### config.mk
export PLATFORM = sky130hd
export DESIGN_NAME = multi_channel_uart_framer
export DESIGN_NICKNAME = d
export VERILOG_FILES = /design/src/rtl/multi_channel_uart_framer.sv
export SDC_FILE = /design/constraint.sdc
export NUM_CORES = 1
export LEC_CHECK = 0
export ABC_AREA = 1
export CAP_MARGIN = 20
export CORE_MARGIN = 4
export CORE_UTILIZATION = 45
export DETAILED_ROUTE_END_ITERATION = 10
export PLACE_DENSITY = 0.81
export SETUP_SLACK_MARGIN = 0.1
export SLEW_MARGIN = 5
export SYNTH_ARGS = -nofsm -noshare
export SYNTH_HDL_FRONTEND = slang
export SYNTH_SLANG_ARGS = --single-unit
### constraint.sdc
create_clock -name clk -period 1.8 [get_ports clk]
set_clock_uncertainty 0.2 [all_clocks]
set_input_delay 0.36 -clock clk [delete_from_list [all_inputs] [get_ports clk]]
set_output_delay 0.36 -clock clk [all_outputs]
set_load 0.02 [all_outputs]
### src/rtl/multi_channel_uart_framer.sv
// N-channel sensor framer: latches samples, arbitrates round-robin and streams
// ID / data / checksum / terminator bytes to a byte-wide UART via start/busy.
`timescale 1ns/1ps
module multi_channel_uart_framer #(
  parameter int         NUM_CH      = 4,
  parameter int         DATA_W      = 16,
  parameter logic [7:0] ID_BASE     = 8'hA0,
  parameter bit         CHECKSUM_EN = 1'b1,
  parameter logic [7:0] TERMINATOR  = 8'h0A,
  parameter int         GAP_CYCLES  = 2000,
  parameter int         ACK_TIMEOUT = 1024
) (
  input  logic                     clk,
  input  logic                     reset,
  input  logic [NUM_CH-1:0]        ch_valid,
  input  logic [NUM_CH*DATA_W-1:0] ch_data,
  input  logic                     clear_flags,
  output logic                     tx_start,
  output logic [7:0]               tx_data,
  input  logic                     tx_busy,
  output logic                     frame_active,
  output logic [NUM_CH-1:0]        overrun,
  output logic                     tx_error
);
  // state     | meaning
  // IDLE      | no frame in flight, waiting for a pending channel
  // TRIGGER   | tx_start high, waiting for tx_busy or ack timeout
  // WAIT_DONE | UART busy with current byte
  // GAP       | idle spacing after a byte
  localparam int NB  = DATA_W / 8;
  localparam int LEN = 2 + NB + (CHECKSUM_EN ? 1 : 0);
  localparam int PW  = (NUM_CH > 1) ? $clog2(NUM_CH) : 1;
  localparam int BW  = $clog2(LEN);
  localparam int GW  = $clog2(GAP_CYCLES + 1);
  localparam int AW  = $clog2(ACK_TIMEOUT + 1);

  typedef enum logic [1:0] {IDLE, TRIGGER, WAIT_DONE, GAP} state_t;
  state_t state, state_nx;

  logic [DATA_W-1:0] hold [NUM_CH];
  logic [NUM_CH-1:0] pending, ovr_set;
  logic [PW-1:0]     ptr, grant_idx;
  logic              grant_any, grant, timeout, last, abort;
  logic [DATA_W-1:0] frm_data;
  logic [7:0]        frm_id, grant_id, csum, next_byte;
  logic [BW-1:0]     byte_idx, nxt_idx;
  logic [GW-1:0]     gap_cnt;
  logic [AW-1:0]     ack_cnt;

  function automatic logic [PW-1:0] rr_next(input logic [PW-1:0] base, input int off);
    int c;
    c = int'(base) + off;
    if (c >= NUM_CH) c = c - NUM_CH;
    return PW'(c);
  endfunction

  // Scan offsets from the far end so the closest pending channel to ptr wins.
  always_comb begin
    grant_any = 1'b0;
    grant_idx = '0;
    for (int i = NUM_CH - 1; i >= 0; i--) begin
      if (pending[rr_next(ptr, i)]) begin
        grant_any = 1'b1;
        grant_idx = rr_next(ptr, i);
      end
    end
  end

  assign grant    = (state == IDLE) && grant_any;
  assign grant_id = ID_BASE + 8'(grant_idx);
  assign timeout  = (state == TRIGGER) && !tx_busy && (ack_cnt == '0);
  assign last     = abort || (byte_idx == BW'(LEN - 1));
  assign nxt_idx  = byte_idx + BW'(1);

  always_comb begin
    ovr_set = '0;
    for (int k = 0; k < NUM_CH; k++)
      ovr_set[k] = ch_valid[k] && pending[k] && !(grant && int'(grant_idx) == k);
  end

  always_comb begin
    csum = frm_id;
    for (int b = 0; b < NB; b++) csum = csum ^ frm_data[b*8 +: 8];
    next_byte = TERMINATOR;
    for (int b = 0; b < NB; b++)
      if (int'(nxt_idx) == b + 1) next_byte = frm_data[(NB-1-b)*8 +: 8];
    if (CHECKSUM_EN && int'(nxt_idx) == NB + 1) next_byte = csum;
  end

  always_ff @(posedge clk or negedge reset) begin
    if (!reset) state <= IDLE;
    else        state <= state_nx;
  end

  always_comb begin
    state_nx = state;
    case (state)
      IDLE:      if (grant_any) state_nx = TRIGGER;
      TRIGGER:   if (tx_busy) state_nx = WAIT_DONE;
                 else if (ack_cnt == '0) state_nx = GAP;
      WAIT_DONE: if (!tx_busy) state_nx = GAP;
      GAP:       if (gap_cnt == '0) state_nx = last ? IDLE : TRIGGER;
      default:   state_nx = IDLE;
    endcase
  end

  assign tx_start     = (state == TRIGGER);
  assign frame_active = (state != IDLE);

  always_ff @(posedge clk or negedge reset) begin
    if (!reset) begin
      for (int k = 0; k < NUM_CH; k++) hold[k] <= '0;
      pending  <= '0;
      overrun  <= '0;
      tx_error <= 1'b0;
      ptr      <= '0;
      frm_data <= '0;
      frm_id   <= '0;
      byte_idx <= '0;
      abort    <= 1'b0;
      gap_cnt  <= '0;
      ack_cnt  <= '0;
      tx_data  <= '0;
    end else begin
      // A capture on the grant edge keeps the channel pending with the new sample.
      for (int k = 0; k < NUM_CH; k++) begin
        if (ch_valid[k]) begin
          hold[k]    <= ch_data[k*DATA_W +: DATA_W];
          pending[k] <= 1'b1;
        end else if (grant && int'(grant_idx) == k) begin
          pending[k] <= 1'b0;
        end
      end
      overrun <= (clear_flags ? '0 : overrun) | ovr_set;
      if (timeout)          tx_error <= 1'b1;
      else if (clear_flags) tx_error <= 1'b0;

      case (state)
        IDLE: if (grant) begin
          ptr      <= rr_next(grant_idx, 1);
          frm_data <= hold[grant_idx];
          frm_id   <= grant_id;
          byte_idx <= '0;
          abort    <= 1'b0;
          tx_data  <= grant_id;
          ack_cnt  <= AW'(ACK_TIMEOUT - 1);
        end
        TRIGGER: if (!tx_busy) begin
          if (ack_cnt == '0) begin
            abort   <= 1'b1;
            gap_cnt <= GW'(GAP_CYCLES - 1);
          end else begin
            ack_cnt <= ack_cnt - AW'(1);
          end
        end
        WAIT_DONE: if (!tx_busy) gap_cnt <= GW'(GAP_CYCLES - 1);
        GAP: begin
          if (gap_cnt != '0) begin
            gap_cnt <= gap_cnt - GW'(1);
          end else if (!last) begin
            byte_idx <= nxt_idx;
            tx_data  <= next_byte;
            ack_cnt  <= AW'(ACK_TIMEOUT - 1);
          end
        end
        default: ;
      endcase
    end
  end
endmodule

# Word level (Yosys, flattened, before mapping)
# Cells that the tools add are included.
# Widths: inputs -> output; s select.
dict set report word_totals {
  regBits 135
  latch_bits 0
  ram_bits 0
  romBits 0
  n_memories 0
}
dict set report op_classes {
  n_addsub 13
  n_mul 0
  div 0
  magnitude_cmp 10
  n_eq_ne 21
  shift 0
  n_mux 68
  bitwise_logic 4
  n_reduce_logical 42
}
# cell count
set ops {}
lappend ops {{$mux 11} 9}
lappend ops {{$pmux 11 s3} 2}
lappend ops {{$mux 8} 6}
lappend ops {{$bmux 16 s2} 1}
lappend ops {{$mux 16} 2}
lappend ops {{$mux 2} 14}
lappend ops {{$logic_not 11->1} 2}
lappend ops {{$mux 1} 22}
lappend ops {{$sub 11x1->11 const B} 2}
lappend ops {{$ne 2x2->1 const B} 9}
lappend ops {{$pmux 8 s2} 1}
lappend ops {{$reduce_bool 2->1} 8}
lappend ops {{$xor 8x8->8} 2}
lappend ops {{$ge 3x3->1 const B} 5}
lappend ops {{$logic_and 1x1->1} 15}
lappend ops {{$lt 2x3->1 const B} 4}
lappend ops {{$reduce_and 4->1} 3}
lappend ops {{$reduce_bool 11->1} 1}
lappend ops {{$sub 2x1->2 const B} 5}
lappend ops {{$eq 3x3->1 const B} 3}
lappend ops {{$mux 3} 3}
lappend ops {{$add 8x2->8 const A} 1}
lappend ops {{$bmux 1 s2} 4}
lappend ops {{$eq 2x2->1 const B} 4}
lappend ops {{21 further kinds} 30}

# Logic depth before layout (Yosys ltp)
# Gate-level depths: netlist (run 1).
dict set report logic_depth {
  depth_word 14
  ltp_mapped 17
}

# Worst setup path after synthesis (run 1)
# OpenSTA, ideal clock, no wires.
dict set report synth_timing {
  path_kind {register -> register}
  from {reg byte_idx[0]}
  to {reg tx_data[6]}
  setup_ns 0.123
  t_arrival_ns 1.555
  setup_slack_ns -0.078
  stages_incl_launch_ff 9
  path_buffers 1
  period_less_slack_ns 1.878
  cell_sequence {dfrtp_1 > ha_1 > xor2_1 > inv_1 > nand2_1 > buf_2 > nand3_1 > o211ai_1 > o21ai_2}
}
dict set report synth_between {
  elab_chain_cells 8
}
# item line_no
set synth_lines {}
lappend synth_lines {{start: declaration} 46} ;# logic [BW-1:0] byte_idx, nxt_idx;
lappend synth_lines {{start signal: assignment} 161} ;# byte_idx <= nxt_idx;
lappend synth_lines {{$add 3x1->3} 73} ;# assign nxt_idx = byte_idx + BW'(1);
lappend synth_lines {{$eq 3x2->1} 86} ;# if (int'(nxt_idx) == b + 1) next_byte = frm_data[(NB-1-b)*8 +: 8];
lappend synth_lines {{$mux 8 (2 in series)} 86}
lappend synth_lines {{$mux 8} 87} ;# if (CHECKSUM_EN && int'(nxt_idx) == NB + 1) next_byte = csum;
lappend synth_lines {{$mux 8} 160} ;# end else if (!last) begin
lappend synth_lines {{$mux 8} 158} ;# if (gap_cnt != '0) begin
lappend synth_lines {{$pmux 8 s2} 138} ;# case (state)
lappend synth_lines {{end signal: assignment} 145} ;# tx_data <= grant_id;
lappend synth_lines {{end signal: assignment} 162} ;# tx_data <= next_byte;
lappend synth_lines {{end: declaration} 19} ;# output logic [7:0] tx_data,
# Several ways; a longest one is shown, not always the timed one. The select of a mux whose other input is x is not followed.
# A chain may end at the register's enable or synchronous reset.

# Worst setup path in the final report (run 1)
dict set report layout_timing {
  from {reg ptr[0]}
  to {reg frm_data[1]}
}
dict set report layout_between {
  elab_chain_cells 13
}
# item line_no
set layout_lines {}
lappend layout_lines {{start: declaration} 42} ;# logic [PW-1:0] ptr, grant_idx;
lappend layout_lines {{start signal: assignment} 140} ;# ptr <= rr_next(grant_idx, 1);
lappend layout_lines {{$add 2x2->3} 52} ;# c = int'(base) + off;
lappend layout_lines {{$ge 3x3->1 / $sub 2x1->2 (equally long branches)} 53} ;# if (c >= NUM_CH) c = c - NUM_CH;
lappend layout_lines {{$mux 2} 53}
lappend layout_lines {{$bmux 1 s2} 62} ;# if (pending[rr_next(ptr, i)]) begin
lappend layout_lines {{$mux 1 (implied by the code)} 62}
lappend layout_lines {{$mux 2 (4 in series)} 62}
lappend layout_lines {{$not 2->3 (implied by the code)} 141} ;# frm_data <= hold[grant_idx];
lappend layout_lines {{$bmux 16 s2} 141}
lappend layout_lines {{$mux 16 (implied by the code) (2 in series)} 141}
lappend layout_lines {{end signal: assignment} 141}
lappend layout_lines {{end: declaration} 44} ;# logic [DATA_W-1:0] frm_data;
# Several ways; a longest one is shown, not always the timed one. The select of a mux whose other input is x is not followed.

==> metrics.txt, run 1 <==
status=complete, but fails checks; failing checks=negative setup slack; Yosys reg bits=between 100 and 150; Post-synth EDFFs=0; Worst Tran Pin Value=0.3810 ns; antenna cells=0; starting density of the core=45.66%; Crit Path Class=reg -> reg; sequential share of the synthesized area=a little under half; Syn Inst Count=a little under 900; Yosys cell types=42; switching share of power=43.43%; First-pass DRT Iterations=5; TritonCTS clock tree=built; WP data required=between 1.5 and 2 ns; fraction of registers with async set or reset after synthesis=between 90% and 100%; # port buffers=between 80 and 90; Hold WC Path Type=in -> async; Gate power share=58.3%; maximum fanout along the worst path=8; CP Cell Sequence=inv_8 > nand2_2 > nand2_2 > nand2_4 > nand2_2 > inv_2 > nand2_2 > nand2_2 > nand2_4 > nand2_8 > buf_6 > clkbuf_16 > nand2_2 > nand3_1 > nand2_1 > nand2_1 > nand2_1; H-tree levels=4; Psw=7.953 mW; MaxCap Viol Count=0; RSZ-0062 raised after global routing=yes; most area-consuming cells after synthesis=dfrtp_1, nand2_1, o21ai_0, inv_1, nand3_1; Synth Net Count=about 960; R2R Path Start=ptr[0]; Routed Antenna Nets=0; Slew Viols, Final=0; Num CTS Buffers=17; Worst VDD drop=1.144 mV; fin crit share=127.0%; drt drc=0; Int Pwr=10.36 mW; Die X=132.0 um; Max-Slew Margin vs Limit=74.44%; Congestion Overflow GR=0; Final WS setup=-0.4866 ns; post-layout minimum cycle time=approximately 2.3 ns; Critical path origin=ptr[0]; most common cell after layout, fill and taps aside=nand2_1; GP Congestion=0.8920; Pwr Total=around 18 mW; Area Growth Syn to Fin=52.92%; CTS sink cnt=130; CTS root buffer=clkbuf_16; Clock Path Buffers=2; row cnt=45; chip height=132.0 um; initial antenna violation count=0; drt wl/cell=about 18 um; max incr delay on CP=between 0.4 and 0.5 ns; pwr dens=1732 mW/mm^2; final setup fails=67; commonest cells after routing, fill and taps aside=nand2_1, dfrtp_1, buf_4; first-pass GRT wire length=34.88 mm; Die Area=0.01741 mm^2; placed cell count=1212; worst reg2reg path depth=17; Tot GR Track Use=24.78%; WP data arrival=around 2.5 ns; worst r2r dst=frm_data[1]; via count=~7000; Critical Path Sink Type=flop; CP endpoint=frm_data[1]; synth warn=0; Clock Latency Late Sink=0.43 ns; DP Wirelength=13.12 mm; Finished Layout Cells=1297; vias in the first global route=about 7000; leakage power=5.161 nW; clock power share=18.4%; I/O pins=87; register share of total power=23.3%; Avg Cell Area, Syn=7.876 um^2; Post-Syn Area=0.006915 mm^2; r2r setup slk=-0.49 ns; Via density=5.422; top-area cell type share of the netlist area=47.04%; pin count of the biggest net entering global routing=48; Routed WL=23.16 mm; NumNets Final=1182; final hold vios=0; fmax=437.3 MHz; CP max stage cell=dfrtp_2; CP Launch Type=flop; predominant post-synthesis flop cell=dfrtp_1; most used cell, CP=nand2_2; Synth area leader=dfrtp_1; Core Box Area=between 0.015 and 0.02 mm^2; DR iter-0 viols=slightly above 600; Fin Hold WS=0.1426 ns; Worst-path clk slew=~0.060 ns; fraction of layout cells with a size suffix above 1=33.90%
## area by class of cell
cell class	count	area, um^2
Tap cell	188	235.2
Fill cell	1002	4571
Clock inverter	13	126.4
Inverter	118	486.7
Sequential cell	130	3257
Timing Repair Buffer	227	2253
Clock buffer	19	442.9
Multi-Input combinational cell	602	3774
## logic make-up (layout without fill, tap and decap cells)
logic type / Yosys count / count (layout) / share of synthesized area, %
simple gates: 422 / 427 / 26.40
buf+inv: 151 / 377 / 9.499
compound gates: 135 / 135 / 11.24
flops: 130 / 130 / 47.04
xor+xnor: 26 / 26 / 3.293
fa+ha+maj: 14 / 14 / 2.533
## worst max-delay path: cells and delay by family (launching register included)
kind                   cells  cell delay, ns
and+or+nand+nor           13            1.04
buffers and inverters      4            0.48
DFF                        1            0.49
## registers in the layout (all words and copies together), names as in the netlist
register / flops
tx_error: 1
overrun: 4
ack_cnt: 11
ptr: 2
pending: 4
tx_data: 8
abort: 1
frm_data: 16
byte_idx: 3
state: 2
frm_id: 3
gap_cnt: 11
hold: 64
## cells in the mapped netlist (12+ instances only)
cell type    n
nand2_1    269
dfrtp_1    130
inv_1      112
o21ai_0     87
nand3_1     73
nor2_1      37
xor2_1      22
clkbuf_1    17
o211ai_1    16
ha_1        14
nand2_2     14
o21ai_2     12
## layer usage
metal	vias to the layer above	global-route usage [%]	share of wire, %
met3	100	6.031	6.0
met2	332	42.93	52
li1	3231	-	-
met4	0	11.90	5.2
met5	-	0	0
met1	3369	28.84	37
## what timing repair did
action                     in CTS  in global routing
gates cloned                   11                  1
pin swaps                      43                 30
gates resized for setup       178                100
hold buffers                    1                  0
setup endpoints to repair      81                 78
hold endpoints to repair      130                  0
setup buffers                  26                 18
## power groups by stage
stage / logic [mW] / registers [mW] / clock network (mW)
2_1_floorplan: 4.33 / 4.29 / 0
3_3_place_gp: 6.74 / 4.19 / 0
3_5_place_dp: 6.94 / 4.21 / 0
4_1_cts: 9.28 / 4.20 / 3.37
5_1_grt: 11.4 / 4.33 / 3.51
6_report: 10.7 / 4.27 / 3.37
## through the flow
| step | instance area, um^2 | TNS [ns] | utilization (%) | worst slack, ns |
|---|---|---|---|---|
| 2_1_floorplan | 6983 | -1.564 | - | -0.05389 |
| 3_3_place_gp | 8713 | -10.11 | 57.53 | -0.2786 |
| 3_5_place_dp | 8713 | -13.69 | 57.53 | -0.3448 |
| 4_1_cts | 10140 | -9.292 | 66.94 | -0.2338 |
| 5_1_grt | 10580 | -23.47 | 69.82 | -0.5717 |
| 6_report | 10580 | -19.58 | 69.82 | -0.4866 |
## worst min path at each step
stage | from | end | slack, ns
after CTS | reset | ack_cnt[5] | 0.14
after detailed placement | reset | ack_cnt[5] | 0.04
after global placement | reset | ack_cnt[5] | 0.04
after floorplan | reset | abort | -0.14
final | reset | ack_cnt[8] | 0.14
after global routing | reset | ack_cnt[5] | 0.15
Note: power is estimated with default switching activity, not from simulation.
==> inputs of run 2 (changes only) <==
- DONT_BUFFER_PORTS: not set -> 1
- PLACE_DENSITY: 0.81 -> 0.73
==> metrics.txt, run 2 (synthesis gave the netlist of run 1 again) <==
vias in the first global route=6834; placed inst area=between 0.007 and 0.008 mm^2; NumNets Final=1143; Die X=132.0 um; chip height=132.0 um; Fin Hold WS=-0.5706 ns; Worst Tran Pin Value=1.025 ns; post-layout minimum cycle time=2.079 ns; row cnt=between 40 and 50; Die Area=between 0.015 and 0.02 mm^2; # port buffers=0; Core Box Area=0.01515 mm^2; CTS root buffer=clkbuf_16; status=complete, but fails checks; CTS sink cnt=130; Congestion Overflow GR=0; DR iter-0 viols=slightly below 600; drt drc=0; pwr dens=1726 mW/mm^2; WP data arrival=2.20 ns; Area Growth Syn to Fin=45.34%; H-tree levels=4; fraction of layout cells with a size suffix above 1=31.52%; Routed WL=~21 mm; largest reg by FF count=hold; Routed Antenna Nets=0; starting density of the core=45.66%; Hold WC Path Type=in -> async; cell area after layout=0.01005 mm^2; antenna cells=0; Slew Viols, Final=0; Top Registers=hold x64, frm_data x16; Critical Path Sink Type=flop; DP Wirelength=between 10 and 15 mm; drt wl/cell=approximately 17 um; Tot GR Track Use=23.92%; fmax=481.0 MHz; I/O pins=87; commonest cells after routing, fill and taps aside=nand2_1, dfrtp_1, inv_1; first-pass GRT wire length=33.69 mm; Num CTS Buffers=17; initial antenna violation count=0; final hold vios=130; failing checks=negative hold slack, negative setup slack; maximum fanout along the worst path=8; Crit Path Class=reg -> reg; via count=approximately 6700; pin count of the biggest net entering global routing=approximately 130; Worst VDD drop=about 1.0 mV; First-pass DRT Iterations=5; TritonCTS clock tree=built; Clock Path Buffers=2; grt met1 use=a little over a quarter; most common cell after layout, fill and taps aside=nand2_1; Final WS setup=-0.2792 ns; GR Layer Usage met2=42.36%; Max-Slew Margin vs Limit=31.69%; RSZ-0062 raised after global routing=yes; Pwr Total=17.35 mW; met3 usage=7.366%; Via density=5.296; gr busiest metal=met2; final setup fails=65; GP Congestion=between 0.8 and 0.9; leakage power=4.947 nW; fin crit share=115.5%; Critical path origin=ptr[0]; Largest register FFs=64; CP Launch Type=flop; Worst-path clk slew=about 0.06 ns; Post-CTS Hold Buffers=about 70; WP data required=1.92 ns; MaxCap Viol Count=0; R2R Path Start=ptr[0]; Clock Latency Late Sink=roughly 0.42 ns
## run 2: changes by cell type in the layout (fill, tap and decap cells not counted), sizes merged
cell           before  now
clkinvlp            5    2
dlygate4sd3         1   67
clkinv              5    6
dlymetal6s4s        0    2
clkbuf             24   21
clkdlybuf4s50      70    0
bufinv              1    3
buf               143  119
nor2               42   41
inv               120  118
clkdlybuf4s15       8    0
## run 2: area by class of cell
cell class	count	area [um^2]
multi-input cells	601	3700
fillers	1076	5095
repair buffers	189	1782
inverters	118	467.9
well taps	188	235.2
clock buffers	20	456.7
flip-flops and latches	130	3256
clock inverters	11	153.9
## run 2: per-stage QoR
stage	utilization [%]	TNS [ns]	worst slack, ns	std cells
6_report	66.36	-11.42	-0.2792	1257
5_1_grt	66.36	-17.45	-0.3741	1257
4_1_cts	63.13	-9.020	-0.1960	1247
3_5_place_dp	51.04	-10.74	-0.2730	1121
3_3_place_gp	51.04	-6.955	-0.2176	1121
2_1_floorplan	-	-1.564	-0.05389	878
## run 2: worst paths after layout
check	end	slack, ns	depth (start not counted)
max	frm_data[8]	-0.28	16
min	gap_cnt[4]	-0.57	0
max reg2reg	frm_data[8]	-0.28	16
min reg2reg	hold[2]	0.28	2
max in group asynchronous	hold[12]	1.80	0
min in group clk	pending[3]	0.02	2
## run 2: metal layers
layer | wire length [um] | vias up
met5 | 0 | -
met4 | 629 | 0
met3 | 1296 | 63
met2 | 10830 | 239
met1 | 8011 | 3204
li1 | - | 3151
## run 2: critical path, stage by stage, from the launching register on
cell,delay [ns]
dfrtp_1,0.39
buf_12,0.15
clkinv_8,0.08
nand2_4,0.05
nand2_4,0.08
nand2_2,0.06
nand3_2,0.07
nand2_2,0.08
inv_2,0.10
nand2_8,0.09
nand2_8,0.13
clkbuf_16,0.16
nand2_1,0.07
nand3_2,0.09
nand2_2,0.06
nand2_1,0.05
nand2_1,0.04
## run 2: where the power goes
group	internal, mW	total [mW]	switching (mW)
Clock	2.26	3.61	1.36
Combinational	4.19	9.39	5.19
Sequential	3.68	4.35	0.672
## run 2: timing repair
item / CTS / global route
buffers inserted: 19 / 13
pin swaps: 20 / 40
setup endpoints to repair: 67 / 99
cloned: 7 / 2
gates resized for setup: 82 / 127
hold endpoints to repair: 201 / 130
